==> config.mk <==
export PLATFORM = sky130hd
export DESIGN_NAME = if_id_stage_reg
export DESIGN_NICKNAME = d
export VERILOG_FILES = /design/src/rtl/if_id_stage_reg.sv
export SDC_FILE = /design/constraint.sdc
export NUM_CORES = 1
export LEC_CHECK = 0
export CAP_MARGIN = 20
export CELL_PAD_IN_SITES_DETAIL_PLACEMENT = 0
export CELL_PAD_IN_SITES_GLOBAL_PLACEMENT = 2
export CORE_MARGIN = 8
export CORE_UTILIZATION = 26
export CTS_CLUSTER_DIAMETER = 100
export DETAILED_ROUTE_END_ITERATION = 6
export PLACE_DENSITY_LB_ADDON = 0.1
export SKIP_CTS_REPAIR_TIMING = 1
export SLEW_MARGIN = 5
export SYNTH_ARGS = -nofsm -noshare
export SYNTH_HDL_FRONTEND = slang
export SYNTH_SLANG_ARGS = --single-unit
==> constraint.sdc <==
create_clock -name clk_i -period 2.6 [get_ports clk_i]
set_input_delay 0.26 -clock clk_i [delete_from_list [all_inputs] [get_ports clk_i]]
set_output_delay 0.26 -clock clk_i [all_outputs]
set_load 0.03 [all_outputs]
==> src/rtl/if_id_stage_reg.sv <==
// if_id_stage_reg: IF/ID pipeline register with stall hold, flush bubbles, statistics and stall watchdog
module if_id_stage_reg #(
  parameter int          CNT_W     = 16,
  parameter int          STALL_MAX = 8,
  parameter logic [31:0] NOP_INSTR = 32'h0000_0000
) (
  input  logic             clk_i,
  input  logic             rst_i,
  input  logic             stall_i,
  input  logic             flush_i,
  input  logic [31:0]      pc_i,
  input  logic [31:0]      instr_i,
  output logic [31:0]      pc_o,
  output logic [31:0]      instr_o,
  output logic             valid_o,
  output logic [CNT_W-1:0] stall_cnt_o,
  output logic [CNT_W-1:0] flush_cnt_o,
  output logic             wdog_err_o
);
  localparam int RL_W = $clog2(STALL_MAX + 2);
  typedef enum logic [1:0] {EMPTY, FULL, HOLD} state_t;
  state_t state, next_state;
  logic [RL_W-1:0] run_len;
  logic stall_edge;
  assign stall_edge = stall_i & ~flush_i;
  assign valid_o = (state != EMPTY);
  // slot state register; valid_o is a decode of this registered state
  always_ff @(posedge clk_i)
    state <= rst_i ? EMPTY : next_state;
  // flush bubbles the slot, stall keeps whatever is held, otherwise load
  always_comb begin
    next_state = FULL;
    next_state = flush_i ? EMPTY : stall_i ? ((state == EMPTY) ? EMPTY : HOLD) : FULL;
  end
  // datapath, saturating statistics and the consecutive-stall watchdog
  always_ff @(posedge clk_i) begin
    if (rst_i) begin
      pc_o        <= '0;
      instr_o     <= NOP_INSTR;
      stall_cnt_o <= '0;
      flush_cnt_o <= '0;
      run_len     <= '0;
      wdog_err_o  <= 1'b0;
    end else begin
      if (flush_i) begin
        pc_o    <= pc_i;
        instr_o <= NOP_INSTR;
      end else if (!stall_i) begin
        pc_o    <= pc_i;
        instr_o <= instr_i;
      end
      if (stall_edge && stall_cnt_o != '1) stall_cnt_o <= stall_cnt_o + CNT_W'(1);
      if (flush_i && flush_cnt_o != '1) flush_cnt_o <= flush_cnt_o + CNT_W'(1);
      run_len <= !stall_edge ? '0 : (run_len > RL_W'(STALL_MAX)) ? run_len : run_len + RL_W'(1);
      if (stall_edge && run_len >= RL_W'(STALL_MAX)) wdog_err_o <= 1'b1;
    end
  end
endmodule

==> results.cfg <==
[critical_path]
setup.worst_path.start_class = input pin
crit_chain = clkdlybuf4s50_1, nor2b_2, nand4_1, or3_1, o311a_1
worstPathArrival_ns = 2.18
worstSetupPathType = in2reg
crit-reg2reg-launch = stall_cnt_o[1]
cp_slowest_stage_delay_ns = 0.53
cp_max_fo = 11
worst-r2r-cell-count = 5
end_kind = register
cp.required_ns = 2.83
reg2reg_slack_ns = 0.73
buffers_plus_inverters_on_the_worst_setup_path = 1
slowest_stage = sky130_fd_sc_hd__clkdlybuf4s50_1
r2r_end = stall_cnt_o[9]
critPathTopFamily = simple AND/OR/NAND/NOR gates

[synth]
synth_fp_nets = 511
synth_enable_flop_cells = 0
synth_seq_area_share_pct = 51.8
yosys_warnings = 0
syn_avg_cell_area_um2 = 9.07
syn-cell-area_mm2 = 0.00398
dominantRegCellSynth = sky130_fd_sc_hd__dfxtp_1
yosys.area.top_type = sky130_fd_sc_hd__dfxtp_1
fraction_of_synthesized_cell_area_taken_by_the_top_area_cell_type_pct = 51.8
postSynthRegisterBits = 103
yosysMostFrequentCell = sky130_fd_sc_hd__dfxtp_1
netlist_instances = 439
synth_area_leaders = sky130_fd_sc_hd__dfxtp_1 (52%), sky130_fd_sc_hd__nand2_1 (7.3%), sky130_fd_sc_hd__a22o_1 (7.0%)
ys_top_cells_by_count = sky130_fd_sc_hd__dfxtp_1 (103), sky130_fd_sc_hd__nand2_1 (77), sky130_fd_sc_hd__a21oi_1 (51), sky130_fd_sc_hd__a22o_1 (32), sky130_fd_sc_hd__nor2_1 (21)
post_synth_num_cell_types = 45
synth_async_sr_flop_share_pct = 0

[timing]
tns_ns = 0
relSlewSlack_pct = 61.5
clock_skew_after_layout_ns = 0.00939
rsz_0062_raised_after_global_routing = false
finalWorstPathRequiredPeriod_ns = 1.96
drv_slew = 0
finalHoldWorstSlack_ns = 0.399
final_setup_vio_count = 0
final_hold_viol_count = 0
finalCritPeriodShare_pct = 75.2
max_clock_freq_ghz = 0.511
timing_worst_slew_pin_value_ns = 0.577

[floorplan]
floorplan.initialDensity_pct = 26.4
die_area_mm2 = 0.0195
dieWidth_um = 140
core-area_mm2 = 0.0151
ioPinCount = 166
rows = 45
die_height_um = 140

[routing]
dr.pass1.iters = 4
remaining_drc_errors = 0
initialDrtViolationCount = 159
wl_per_cell_um = 16.2
via_count = 3796
post_detailed_route_via_to_cell_ratio = 4.77
postRouteWirelength_um = 12900
final_antenna_net_count = 0

[placement]
place_congestion = 0.746
placedInstanceArea_mm2 = 0.00587
io_buffer_count = 165
dpl.hpwl_um = 9460

[clock_tree]
cts-root-to-sink-buffers = 2
clkTransAtPathRegs_ns = 0.07
clock_buffer_count_from_cts = 9
clock_sink_count = 103
worstSkewPairLatency_ns = 0.35
tritoncts = done
clk_root_buffer_cell = sky130_fd_sc_hd__clkbuf_16
cts-htree-levels = 3

[power]
static_leakage_nw = 2.23
finalPower_mw = 3.39
p_per_area_mw_per_mm2 = 552
ir_drop_v = 0.000373

[finish]
area.growth.synth_to_final_pct = 54.5
post_route_cells_drive_above_1_share_pct = 7.74
nNetsFinal = 674
final_antenna_diode_count = 0
layout.cell_area.non_filler_mm2 = 0.00615

[grt]
grt_antenna_before_repair = 0
first_global_vias = 3789
grt_first_pass_wirelength_um = 20500
grt_util_all_layers_pct = 13.1
grt_overflow_total = 0
grt_max_degree = 37

[job]
maxCapViolations = 0

[worst_hold_path]
holdPathEnd = flush_cnt_o[11]
holdCritStartpoint = rst_i
timing.hold.worst_path_depth = 2
worst_hold_path_type = in2reg

[outcome]
status = finished, final reports clean
[worst max path at each step]
stage / start / to / slack (ns) / cells past startpoint
4_1_cts: stall_cnt_o[1] / stall_cnt_o[9] / 0.66 / 5
3_3_place_gp: stall_i / stall_cnt_o[9] / 0.29 / 5
6_report: stall_i / stall_cnt_o[15] / 0.64 / 5
3_5_place_dp: stall_i / stall_cnt_o[15] / 0.29 / 5
5_1_grt: stall_cnt_o[1] / stall_cnt_o[9] / 0.53 / 5
2_1_floorplan: stall_cnt_o[6] / stall_cnt_o[15] / 0.67 / 5
[layer usage]
metal	vias up	part of all wire (%)	track usage (%)
met5	-	0	0
met3	12	9.4	6.33
met4	0	1.3	4.46
met1	1787	42	14.7
met2	99	47	21.4
li1	1898	-	-
[per-stage QoR]
stage	setup slack (ns)	util (%)	instances
2_1_floorplan	0.667	-	439
3_5_place_dp	0.293	38.9	779
5_1_grt	0.528	40.8	795
3_3_place_gp	0.287	38.9	779
6_report	0.644	40.8	795
4_1_cts	0.658	40.8	795
[sequential cells by signal (all words and copies together) (netlist names)]
| register | cells |
|---|---|
| run_len | 4 |
| pc_o | 32 |
| state | 2 |
| flush_cnt_o | 16 |
| stall_cnt_o | 16 |
| instr_o | 32 |
| wdog_err_o | 1 |
[placed cells by master (no fill, tap or decap), drive strengths merged, types with 2 or more instances in the layout]
cell,Yosys,routed
a211oi,2,2
a21oi,51,51
a22o,32,32
a31oi,3,3
and3,4,4
buf,7,14
clkbuf,19,9
clkdlybuf4s50,0,164
clkinv,0,3
clkinvlp,0,2
dfxtp,103,103
ha,4,4
inv,12,14
mux2,6,6
mux2i,3,3
nand2,77,77
nand3,7,7
nand4,9,9
nand4b,2,2
nor2,21,21
nor2b,6,6
nor3,10,10
nor4,9,9
o2111ai,2,2
o21a,2,2
o21ai,12,12
o31ai,7,7
o41ai,2,2
or2,3,3
or3,9,9
or4,6,6
[kinds of logic (layout without fill, tap and decap cells)]
group                    after synthesis  after routing  share of synthesized area (%)
AO/OA/AOI/OAI                        117            117                           19.3
XOR/XNOR                               1              1                          0.220
adder cells (fa/ha/maj)                4              4                           1.26
buffers and inverters                 38            206                           3.68
flip-flops                           103            103                           51.8
multiplexers                           9              9                           2.45
AND/OR/NAND/NOR                      167            167                           21.3
[cell type report]
cell class	count	area [um2]
repair buffers	178	1740
multi-input cells	298	1780
inverters	12	45.0
well taps	188	235
clock inverters	7	55.1
flip-flops and latches	103	2060
clock buffers	9	225
fillers	1533	8940
[where the power goes]
part / switching, mW / leakage (nW) / total (mW) / internal (mW)
clock: 0.632 / 0.132 / 1.29 / 0.659
combinational: 0.228 / 1.26 / 0.445 / 0.217
sequential: 0.0300 / 0.841 / 1.66 / 1.63
total: 0.890 / 2.23 / 3.39 / 2.50
(Power assumes the default switching activity.)
